==> src/rtl/cpu_phase_sequencer_pkg.sv <==
// ---------------------------------------------------------------------------
// cpu_phase_sequencer_pkg
// Shared constants for the instruction phase sequencer: encoded phase codes
// seen on PHASE, sequencer state encodings, and the default wait-state limit.
// Also provides a helper that maps a sequencer state to its phase code.
// ---------------------------------------------------------------------------
package cpu_phase_sequencer_pkg;

    // Encoded phase values driven on PHASE
    localparam logic [1:0] PHASE_FETCH   = 2'd0;
    localparam logic [1:0] PHASE_DECODE  = 2'd1;
    localparam logic [1:0] PHASE_EXECUTE = 2'd2;
    localparam logic [1:0] PHASE_COMMIT  = 2'd3;

    // Default number of wait cycles tolerated per memory phase
    localparam int unsigned DEFAULT_MAX_WAIT = 15;

    typedef enum logic [2:0] {
        ST_IDLE   = 3'd0,
        ST_FETCH  = 3'd1,
        ST_DECODE = 3'd2,
        ST_EXEC   = 3'd3,
        ST_EXEC2  = 3'd4,
        ST_COMMIT = 3'd5,
        ST_HALT   = 3'd6,
        ST_ERROR  = 3'd7
    } seq_state_t;

    // IDLE, HALT and ERROR have no phase of their own and report 0
    function automatic logic [1:0] phase_of(input seq_state_t st);
        logic [1:0] ph;
        ph = PHASE_FETCH;
        case (st)
            ST_DECODE:          ph = PHASE_DECODE;
            ST_EXEC, ST_EXEC2:  ph = PHASE_EXECUTE;
            ST_COMMIT:          ph = PHASE_COMMIT;
            default:            ph = PHASE_FETCH;
        endcase
        return ph;
    endfunction

endpackage

==> src/rtl/cpu_phase_sequencer_wait_timer.sv <==
// ---------------------------------------------------------------------------
// wait_timer
// Wait-state counter for a single memory phase. CLEAR has priority over
// ENABLE. The count holds once it reaches MAX_WAIT so it cannot wrap.
//   CLK     in   clock
//   RESET   in   asynchronous active-high reset (count -> 0)
//   CLEAR   in   synchronous clear
//   ENABLE  in   count one wait cycle
//   TC      out  terminal count: count == MAX_WAIT
// ---------------------------------------------------------------------------
module wait_timer #(
    parameter int unsigned WAIT_W   = 4,
    parameter int unsigned MAX_WAIT = 15
) (
    input  logic CLK,
    input  logic RESET,
    input  logic CLEAR,
    input  logic ENABLE,
    output logic TC
);

    localparam logic [WAIT_W-1:0] TC_VAL = WAIT_W'(MAX_WAIT);

    logic [WAIT_W-1:0] count;

    always_ff @(posedge CLK or posedge RESET) begin
        if (RESET) begin
            count <= '0;
        end else if (CLEAR) begin
            count <= '0;
        end else if (ENABLE && !TC) begin
            count <= count + 1'b1;
        end
    end

    always_comb begin
        TC = (count == TC_VAL);
    end

endmodule

==> src/rtl/cpu_phase_sequencer.sv <==
// ---------------------------------------------------------------------------
// cpu_phase_sequencer
// Single source of instruction timing: steps FETCH -> DECODE -> EXECUTE
// (optionally a second EXECUTE cycle) -> COMMIT, stretching FETCH and
// memory EXECUTE cycles for wait states, with run/halt control and a sticky
// bus-timeout error.
//   CLK          in   system clock, rising edge
//   RESET        in   asynchronous active-high reset
//   RUN          in   1 = execute instructions
//   HALT_REQ     in   halt request, sampled in COMMIT (and held in HALT)
//   MEM_REQ      in   instruction accesses memory during EXECUTE
//   EXTRA_CYCLE  in   instruction needs a second execute cycle
//   MEM_READY    in   memory completes the current access this cycle
//   FETCH, DECODE, EXECUTE, EXEC2, COMMIT  out  phase strobes
//   MEM_STROBE   out  memory access active
//   STALL        out  MEM_STROBE & !MEM_READY
//   HALTED       out  core halted
//   BUS_ERR      out  sticky timeout flag
//   PHASE        out  encoded phase 0..3
// ---------------------------------------------------------------------------
module cpu_phase_sequencer
    import cpu_phase_sequencer_pkg::*;
#(
    parameter int unsigned WAIT_W   = 4,
    parameter int unsigned MAX_WAIT = DEFAULT_MAX_WAIT
) (
    input  logic       CLK,
    input  logic       RESET,
    input  logic       RUN,
    input  logic       HALT_REQ,
    input  logic       MEM_REQ,
    input  logic       EXTRA_CYCLE,
    input  logic       MEM_READY,
    output logic       FETCH,
    output logic       DECODE,
    output logic       EXECUTE,
    output logic       EXEC2,
    output logic       COMMIT,
    output logic       MEM_STROBE,
    output logic       STALL,
    output logic       HALTED,
    output logic       BUS_ERR,
    output logic [1:0] PHASE
);

    seq_state_t state;
    seq_state_t next_state;
    logic       timer_clear;
    logic       timer_tc;

    wait_timer #(
        .WAIT_W   (WAIT_W),
        .MAX_WAIT (MAX_WAIT)
    ) u_wait_timer (
        .CLK    (CLK),
        .RESET  (RESET),
        .CLEAR  (timer_clear),
        .ENABLE (STALL),
        .TC     (timer_tc)
    );

    always_ff @(posedge CLK or posedge RESET) begin
        if (RESET) begin
            state <= ST_IDLE;
        end else begin
            state <= next_state;
        end
    end

    always_comb begin
        next_state = state;
        MEM_STROBE = (state == ST_FETCH) || ((state == ST_EXEC) && MEM_REQ);
        STALL      = MEM_STROBE && !MEM_READY;

        case (state)
            ST_IDLE: begin
                if (RUN) next_state = ST_FETCH;
            end
            ST_FETCH: begin
                // A ready in the terminal-count cycle still completes normally
                if (MEM_READY)     next_state = ST_DECODE;
                else if (timer_tc) next_state = ST_ERROR;
            end
            ST_DECODE: begin
                next_state = ST_EXEC;
            end
            ST_EXEC: begin
                if (!MEM_REQ || MEM_READY) begin
                    next_state = EXTRA_CYCLE ? ST_EXEC2 : ST_COMMIT;
                end else if (timer_tc) begin
                    next_state = ST_ERROR;
                end
            end
            ST_EXEC2: begin
                next_state = ST_COMMIT;
            end
            ST_COMMIT: begin
                if (HALT_REQ)  next_state = ST_HALT;
                else if (!RUN) next_state = ST_IDLE;
                else           next_state = ST_FETCH;
            end
            ST_HALT: begin
                if (!HALT_REQ) next_state = RUN ? ST_FETCH : ST_IDLE;
            end
            ST_ERROR: begin
                next_state = ST_ERROR;
            end
            default: begin
                next_state = ST_IDLE;
            end
        endcase

        // Restart the wait count only on entry to a memory phase, not while
        // a stretched phase is being held
        timer_clear = ((next_state == ST_FETCH) && (state != ST_FETCH)) ||
                      ((next_state == ST_EXEC)  && (state != ST_EXEC));
    end

    always_comb begin
        FETCH   = (state == ST_FETCH);
        DECODE  = (state == ST_DECODE);
        EXECUTE = (state == ST_EXEC) || (state == ST_EXEC2);
        EXEC2   = (state == ST_EXEC2);
        COMMIT  = (state == ST_COMMIT);
        HALTED  = (state == ST_HALT);
        BUS_ERR = (state == ST_ERROR);
        PHASE   = phase_of(state);
    end

endmodule
==> config.mk <==
export PLATFORM = sky130hd
export DESIGN_NAME = cpu_phase_sequencer
export DESIGN_NICKNAME = d
export VERILOG_FILES = /design/src/rtl/cpu_phase_sequencer_pkg.sv /design/src/rtl/cpu_phase_sequencer_wait_timer.sv /design/src/rtl/cpu_phase_sequencer.sv
export SDC_FILE = /design/constraint.sdc
export NUM_CORES = 1
export LEC_CHECK = 0
export ABC_CLOCK_PERIOD_IN_PS = 3800
export CORE_AREA = 2 2 40 42
export DETAILED_ROUTE_END_ITERATION = 7
export DIE_AREA = 0 0 42 44
export GPL_ROUTABILITY_DRIVEN = 0
export GPL_TIMING_DRIVEN = 0
export PLACE_DENSITY_LB_ADDON = 0.1
export SYNTH_ARGS = -nofsm -noshare
export SYNTH_HDL_FRONTEND = slang
export SYNTH_HIERARCHICAL = 1
export SYNTH_SLANG_ARGS = --single-unit
==> constraint.sdc <==
create_clock -name CLK -period 3.8 [get_ports CLK]
set_clock_uncertainty 0.1 [all_clocks]
set_input_delay 0.38 -clock CLK [delete_from_list [all_inputs] [get_ports CLK]]
set_output_delay 0.38 -clock CLK [all_outputs]
set_load 0.01 [all_outputs]
==> flow_summary.json, run 1 <==
{
  "status": "completed",
  "clk_latency_ps": 240,
  "io_pins": 18,
  "syn_to_final_growth_pct": 32.5,
  "max_freq_mhz": 383,
  "overflow": 0,
  "ir_drop_mv": 0.521,
  "r2r-start": "state[1]",
  "dominantRegCellSynth": "dfrtp_1",
  "cpLargestDelayFamily": "simple AND/OR/NAND/NOR gates",
  "period_needed_ps": 2610,
  "fp.dieArea_sq_um": 1850,
  "die_h_um": 44,
  "antenna_found_initial": 0,
  "drive_gt1_frac": 0.186,
  "root_buffer": "clkbuf_4",
  "ys_ff_latch": 7,
  "via_per_inst": 5.36,
  "async_flop_share": 1.00,
  "track_usage": 0.174,
  "crit_arrival_ps": 2640,
  "final_nets": 109,
  "fin_area_sq_um": 882,
  "max-clock-path-buffers": 2,
  "drv_slew": 0,
  "critPathKind": "flip-flop to flip-flop",
  "yosysUniqueCellTypes": 39,
  "antenna_cells": 0,
  "syn_area_sq_um": 666,
  "synth_edf_count": 0,
  "cp_num_buf_inv": 2,
  "ff2ff_setup_slack_ps": 1190,
  "synthTopCellsByArea": "dfrtp_1, ha_1, nand2b_1",
  "critPathSlowestCell": "dfrtp_1",
  "rsz0062_at_grt": "false",
  "wl_um": 1430,
  "max-cap-violations": 0,
  "hold_buffers": 0,
  "place_area_sq_um": 856,
  "vias": 606,
  "synth_warnings": 6,
  "cts_setup_buffers": 0,
  "path_max_fanout": 10,
  "grt_max_degree": 11,
  "drt-initial-drc-count": 11,
  "wire_per_inst_um": 12.6,
  "ant_nets": 0,
  "cts.sinks": 7,
  "synth_cells": 76,
  "cpPeakStageDelay_ps": 400,
  "layout_worst_path_cycle_share": 0.688,
  "hold_viol": 0,
  "place_hpwl_um": 1130,
  "syn-num-nets": 87,
  "yosys.area.top_type": "dfrtp_1",
  "hp-class": "input port to asynchronous set/reset pin",
  "cts_tree": "yes",
  "cts_buffers": 3,
  "num_rows": 14,
  "synth-seq-area-share": 0.263,
  "core_area_sq_um": 1420,
  "tightest_slew_ps": 338,
  "crit_path_cell_trace": "buf_4 -> inv_2 -> ha_1 -> nor3_1 -> a22oi_1 -> a22oi_2 -> mux2i_1 -> nor3b_2 -> nor2_1 -> mux2_4",
  "power_density_nw_per_um2": 883,
  "rr_endpoint": "u_wait_timer/count[0]",
  "drc": 0,
  "grt_pass1_wl_um": 2390,
  "crit_path_end_kind": "flip-flop",
  "ctsResizeCount": 0,
  "setup_violations": 0,
  "port_buffers": 17,
  "tns_ps": 0,
  "avgSynthCellArea_sq_um": 8.76,
  "worst_setup_path_start_kind": "flip-flop",
  "synth.top_cell.area_share": 0.263,
  "start_util": 0.469,
  "p_leak_uw": 0.000391,
  "h-tree-depth": 1,
  "clk_pin_slew_worst_paths_ps": 50,
  "die_x_um": 42,
  "reg2regPathDepth": 10,
  "worstPathRequired_ps": 3820,
  "relSlewSlack": 0.774,
  "dr.pass1.iters": 4,
  "grt_pass1_vias": 587
}
-- where the power goes --
part | internal (uW) | leakage, uW | switching [uW]
clock network | 39.8 | 0.0000150 | 23.0
registers | 99.5 | 0.0000892 | 22.5
logic | 310 | 0.000287 | 284
total | 449 | 0.000391 | 330
-- layout by cell type (no fill, tap or decap), drive strengths merged, types with 4 or more instances in the layout --
cell type and n:
clkbuf 4, nor2 4, o21ai 4, a21oi 5, dfrtp 7, nand2 4
inv 6, nor3 4, ha 4, clkdlybuf4s50 17, nand2b 5
-- worst max-delay path by stage --
stage          startpoint               endpoint  slack [ps]  depth (start not counted)
2_1_floorplan    state[1]  u_wait_timer/count[0]        1510                         10
3_3_place_gp    MEM_READY  u_wait_timer/count[0]        1180                          8
3_5_place_dp    MEM_READY  u_wait_timer/count[0]        1120                          8
4_1_cts          state[1]  u_wait_timer/count[0]        1200                         10
5_1_grt          state[1]  u_wait_timer/count[0]        1010                         10
6_report         state[1]  u_wait_timer/count[0]        1190                         10
-- cells in the mapped netlist, types with 2 or more instances --
master,count
and2_1,2
o21ai_0,3
inv_1,5
ha_1,4
nor2b_1,2
nor2_1,4
dfrtp_1,7
and3_1,2
nand2_1,4
or2_2,2
a21oi_1,5
nor3_1,4
mux2i_1,2
nand2b_1,5
-- cells by family (layout without fill, tap and decap cells) --
kind of cell    count (synthesis)  after routing  share of synthesized area
xor+xnor                        1              1                     0.0132
compound gates                 18             18                      0.190
flops                           7              7                      0.263
fa+ha+maj                       5              5                     0.0902
buf+inv                         9             30                     0.0695
mux                             3              3                     0.0526
simple gates                   33             33                      0.321
-- registers in the layout, indices dropped and copies added, names as in the netlist --
name and cells:
u_wait_timer/count 4, state 3
-- cell type report --
cell class              instances  area, sq um
clock buffers                   4         26.3
flip-flops and latches          7          175
well taps                      16         20.0
multi-input cells              60          444
plain buffers                   3         23.8
repair buffers                 17          170
inverters                       6         22.5
fillers                       135          537
-- per-layer routing --
metal,vias up,wire [um],GRT usage
met5,-,0,0
met4,0,25,0.135
met3,4,65,0.0417
met2,13,726,0.278
met1,281,608,0.201
li1,308,-,-
-- metrics by stage --
step | instances | worst slack, ps | power (uW) | hold WS [ps] | util
floorplan | 76 | 1510 | 522 | 33.6 | -
global placement | 109 | 1180 | 699 | 461 | 0.603
detailed placement | 109 | 1120 | 713 | 466 | 0.603
CTS | 113 | 1200 | 784 | 216 | 0.622
global route | 113 | 1010 | 843 | 235 | 0.622
finish | 113 | 1190 | 779 | 224 | 0.622
Power figures use the tool's default switching activity.
==> inputs of run 2 (changes only) <==
- ABC_CLOCK_PERIOD_IN_PS: 3800 -> 2130
- CORE_AREA: 2 2 40 42 -> 2 2 43 45
- DIE_AREA: 0 0 42 44 -> 0 0 45 47
- clock period: 3.8 -> 2.13 ns (I/O delays scaled with it)
==> run 2 against run 1 <==
- the run now ends with negative setup slack left
- combinational power grew to 2.8 times the previous value
- global-route usage rose by 2.1 points
- core utilization is 5.5 points higher
- routed wire length up 27%
- critical endpoint unchanged
- die area increased by 14%
- cell area is 27% higher
- critical path depth down 2
- highest routed layer unchanged
- power grew to 2.5 times the previous value
- sequential cell count stayed put
==> flow_summary.json, run 2 (synthesized netlist as in run 1, its figures left out) <==
{
  "status": "finished, violations left",
  "violations": "negative setup slack",
  "ir_drop_mv": 1.19,
  "drv_slew": 0,
  "largest_register": "u_wait_timer/count",
  "worstPathRequired_ps": 2170,
  "reg_top3": "u_wait_timer/count x4, state x3",
  "final_nets": 125,
  "drt-initial-drc-count": 15,
  "ant_nets": 0,
  "cts_tree": "yes",
  "clk_latency_ps": 250,
  "cpMostUsedCell": "a22oi_2",
  "cts.sinks": 7,
  "grt_pass1_vias": 704,
  "placedCellCount": 110,
  "max_freq_mhz": 437,
  "cp_num_buf_inv": 1,
  "post-place-ws_ps": -354,
  "cpLargestDelayFamily": "simple AND/OR/NAND/NOR gates",
  "critPathKind": "flip-flop to flip-flop",
  "layout_common_cells": "buf_4, clkdlybuf4s50_1, dfrtp_1",
  "crit_path_end_kind": "flip-flop",
  "hp-class": "input port to asynchronous set/reset pin",
  "port_buffers": 17,
  "crit_arrival_ps": 2330,
  "overflow": 0,
  "place_hpwl_um": 1110,
  "cpPeakStageDelay_ps": 420,
  "hold_buffers": 0,
  "layout_worst_path_cycle_share": 1.07,
  "period_needed_ps": 2290,
  "fp.dieArea_sq_um": 2120,
  "syn_to_final_growth_pct": 67.9,
  "die_h_um": 47,
  "dr.pass1.iters": 4,
  "num_rows": 15,
  "path_max_fanout": 4,
  "antenna_found_initial": 0,
  "grt_pass1_wl_um": 3000,
  "final_common_cell": "buf_4",
  "power_density_nw_per_um2": 1770,
  "setup_violations": 3,
  "cts_buffers": 3,
  "via_per_inst": 5.37,
  "start_util": 0.403,
  "die_x_um": 45,
  "final_cells": 130,
  "root_buffer": "clkbuf_4",
  "power_uw": 1980,
  "worst_setup_path_start_kind": "flip-flop",
  "h-tree-depth": 1,
  "hold_viol": 0,
  "grt_max_degree": 11,
  "max-clock-path-buffers": 2,
  "tns_ps": -401,
  "fin_ws_ps": -159,
  "wire_per_inst_um": 13.9,
  "relSlewSlack": 0.803,
  "finalCoreUtilization": 0.677,
  "p_leak_uw": 0.000549,
  "io_pins": 18,
  "rsz0062_at_grt": "true",
  "critPathSlowestCell": "dfrtp_1",
  "antenna_cells": 0,
  "n_fill_cell": 148,
  "vias": 698,
  "wl_um": 1810,
  "drc": 0,
  "core_area_sq_um": 1650,
  "crit_path_cell_trace": "buf_6 -> or3b_4 -> a22oi_2 -> a22oi_2 -> mux2i_2 -> nor3b_4 -> nor2b_1 -> mux2_4",
  "tightest_slew_ps": 295,
  "largest_reg_flops": 4,
  "clk_pin_slew_worst_paths_ps": 60,
  "max-cap-violations": 0,
  "track_usage": 0.195,
  "drive_gt1_frac": 0.451
}
[run 2: path summary, 6_finish.rpt]
path / from / slack, ps / depth (start not counted) / endpoint
worst min-delay path: RESET / 60 / 2 / state[1]
worst max register to register: state[2] / -160 / 8 / u_wait_timer/count[0]
min in group CLK: u_wait_timer/count[3] / 460 / 2 / u_wait_timer/count[3]
max in group asynchronous: RESET / 1690 / 2 / u_wait_timer/count[3]
worst max-delay path: state[2] / -160 / 8 / u_wait_timer/count[0]
worst min register to register: u_wait_timer/count[3] / 460 / 2 / u_wait_timer/count[3]
[run 2: final cells by class]
class                   count  area [sq um]  area share
flip-flops and latches      7           175       0.157
well taps                  17          21.3      0.0190
inverters                   6          25.0      0.0224
repair buffers             33           302       0.270
plain buffers               3          33.8      0.0302
clock buffers               3          22.5      0.0202
clock inverters             1          5.00     0.00448
multi-input cells          60           533       0.477
[run 2: what timing repair did]
action,in CTS,in global routing
pin swaps,6,5
hold endpoints to repair,0,0
setup buffers,14,2
resized for setup,17,18
cloned,0,0
endpoints found under the setup margin,8,9
[run 2: through the flow]
stage,area (sq um),hold WS (ps)
floorplan,673,-133
global placement,865,319
detailed placement,865,335
CTS,1040,56.2
global route,1120,90.7
finish,1120,57.9
[run 2: per-layer routing]
metal  track usage  vias to the layer above  part of all wire
met5             0                        -                 0
met4        0.0882                        0            0.0078
met3        0.0115                        2             0.038
met2         0.369                       15              0.56
met1         0.225                      340              0.39
li1              -                      341                 -
[run 2: power breakdown]
part / switching, uW / internal (uW) / total, uW
clock network: 51.3 / 68.7 / 120
logic: 697 / 947 / 1640
registers: 37.8 / 177 / 215
total: 786 / 1190 / 1980
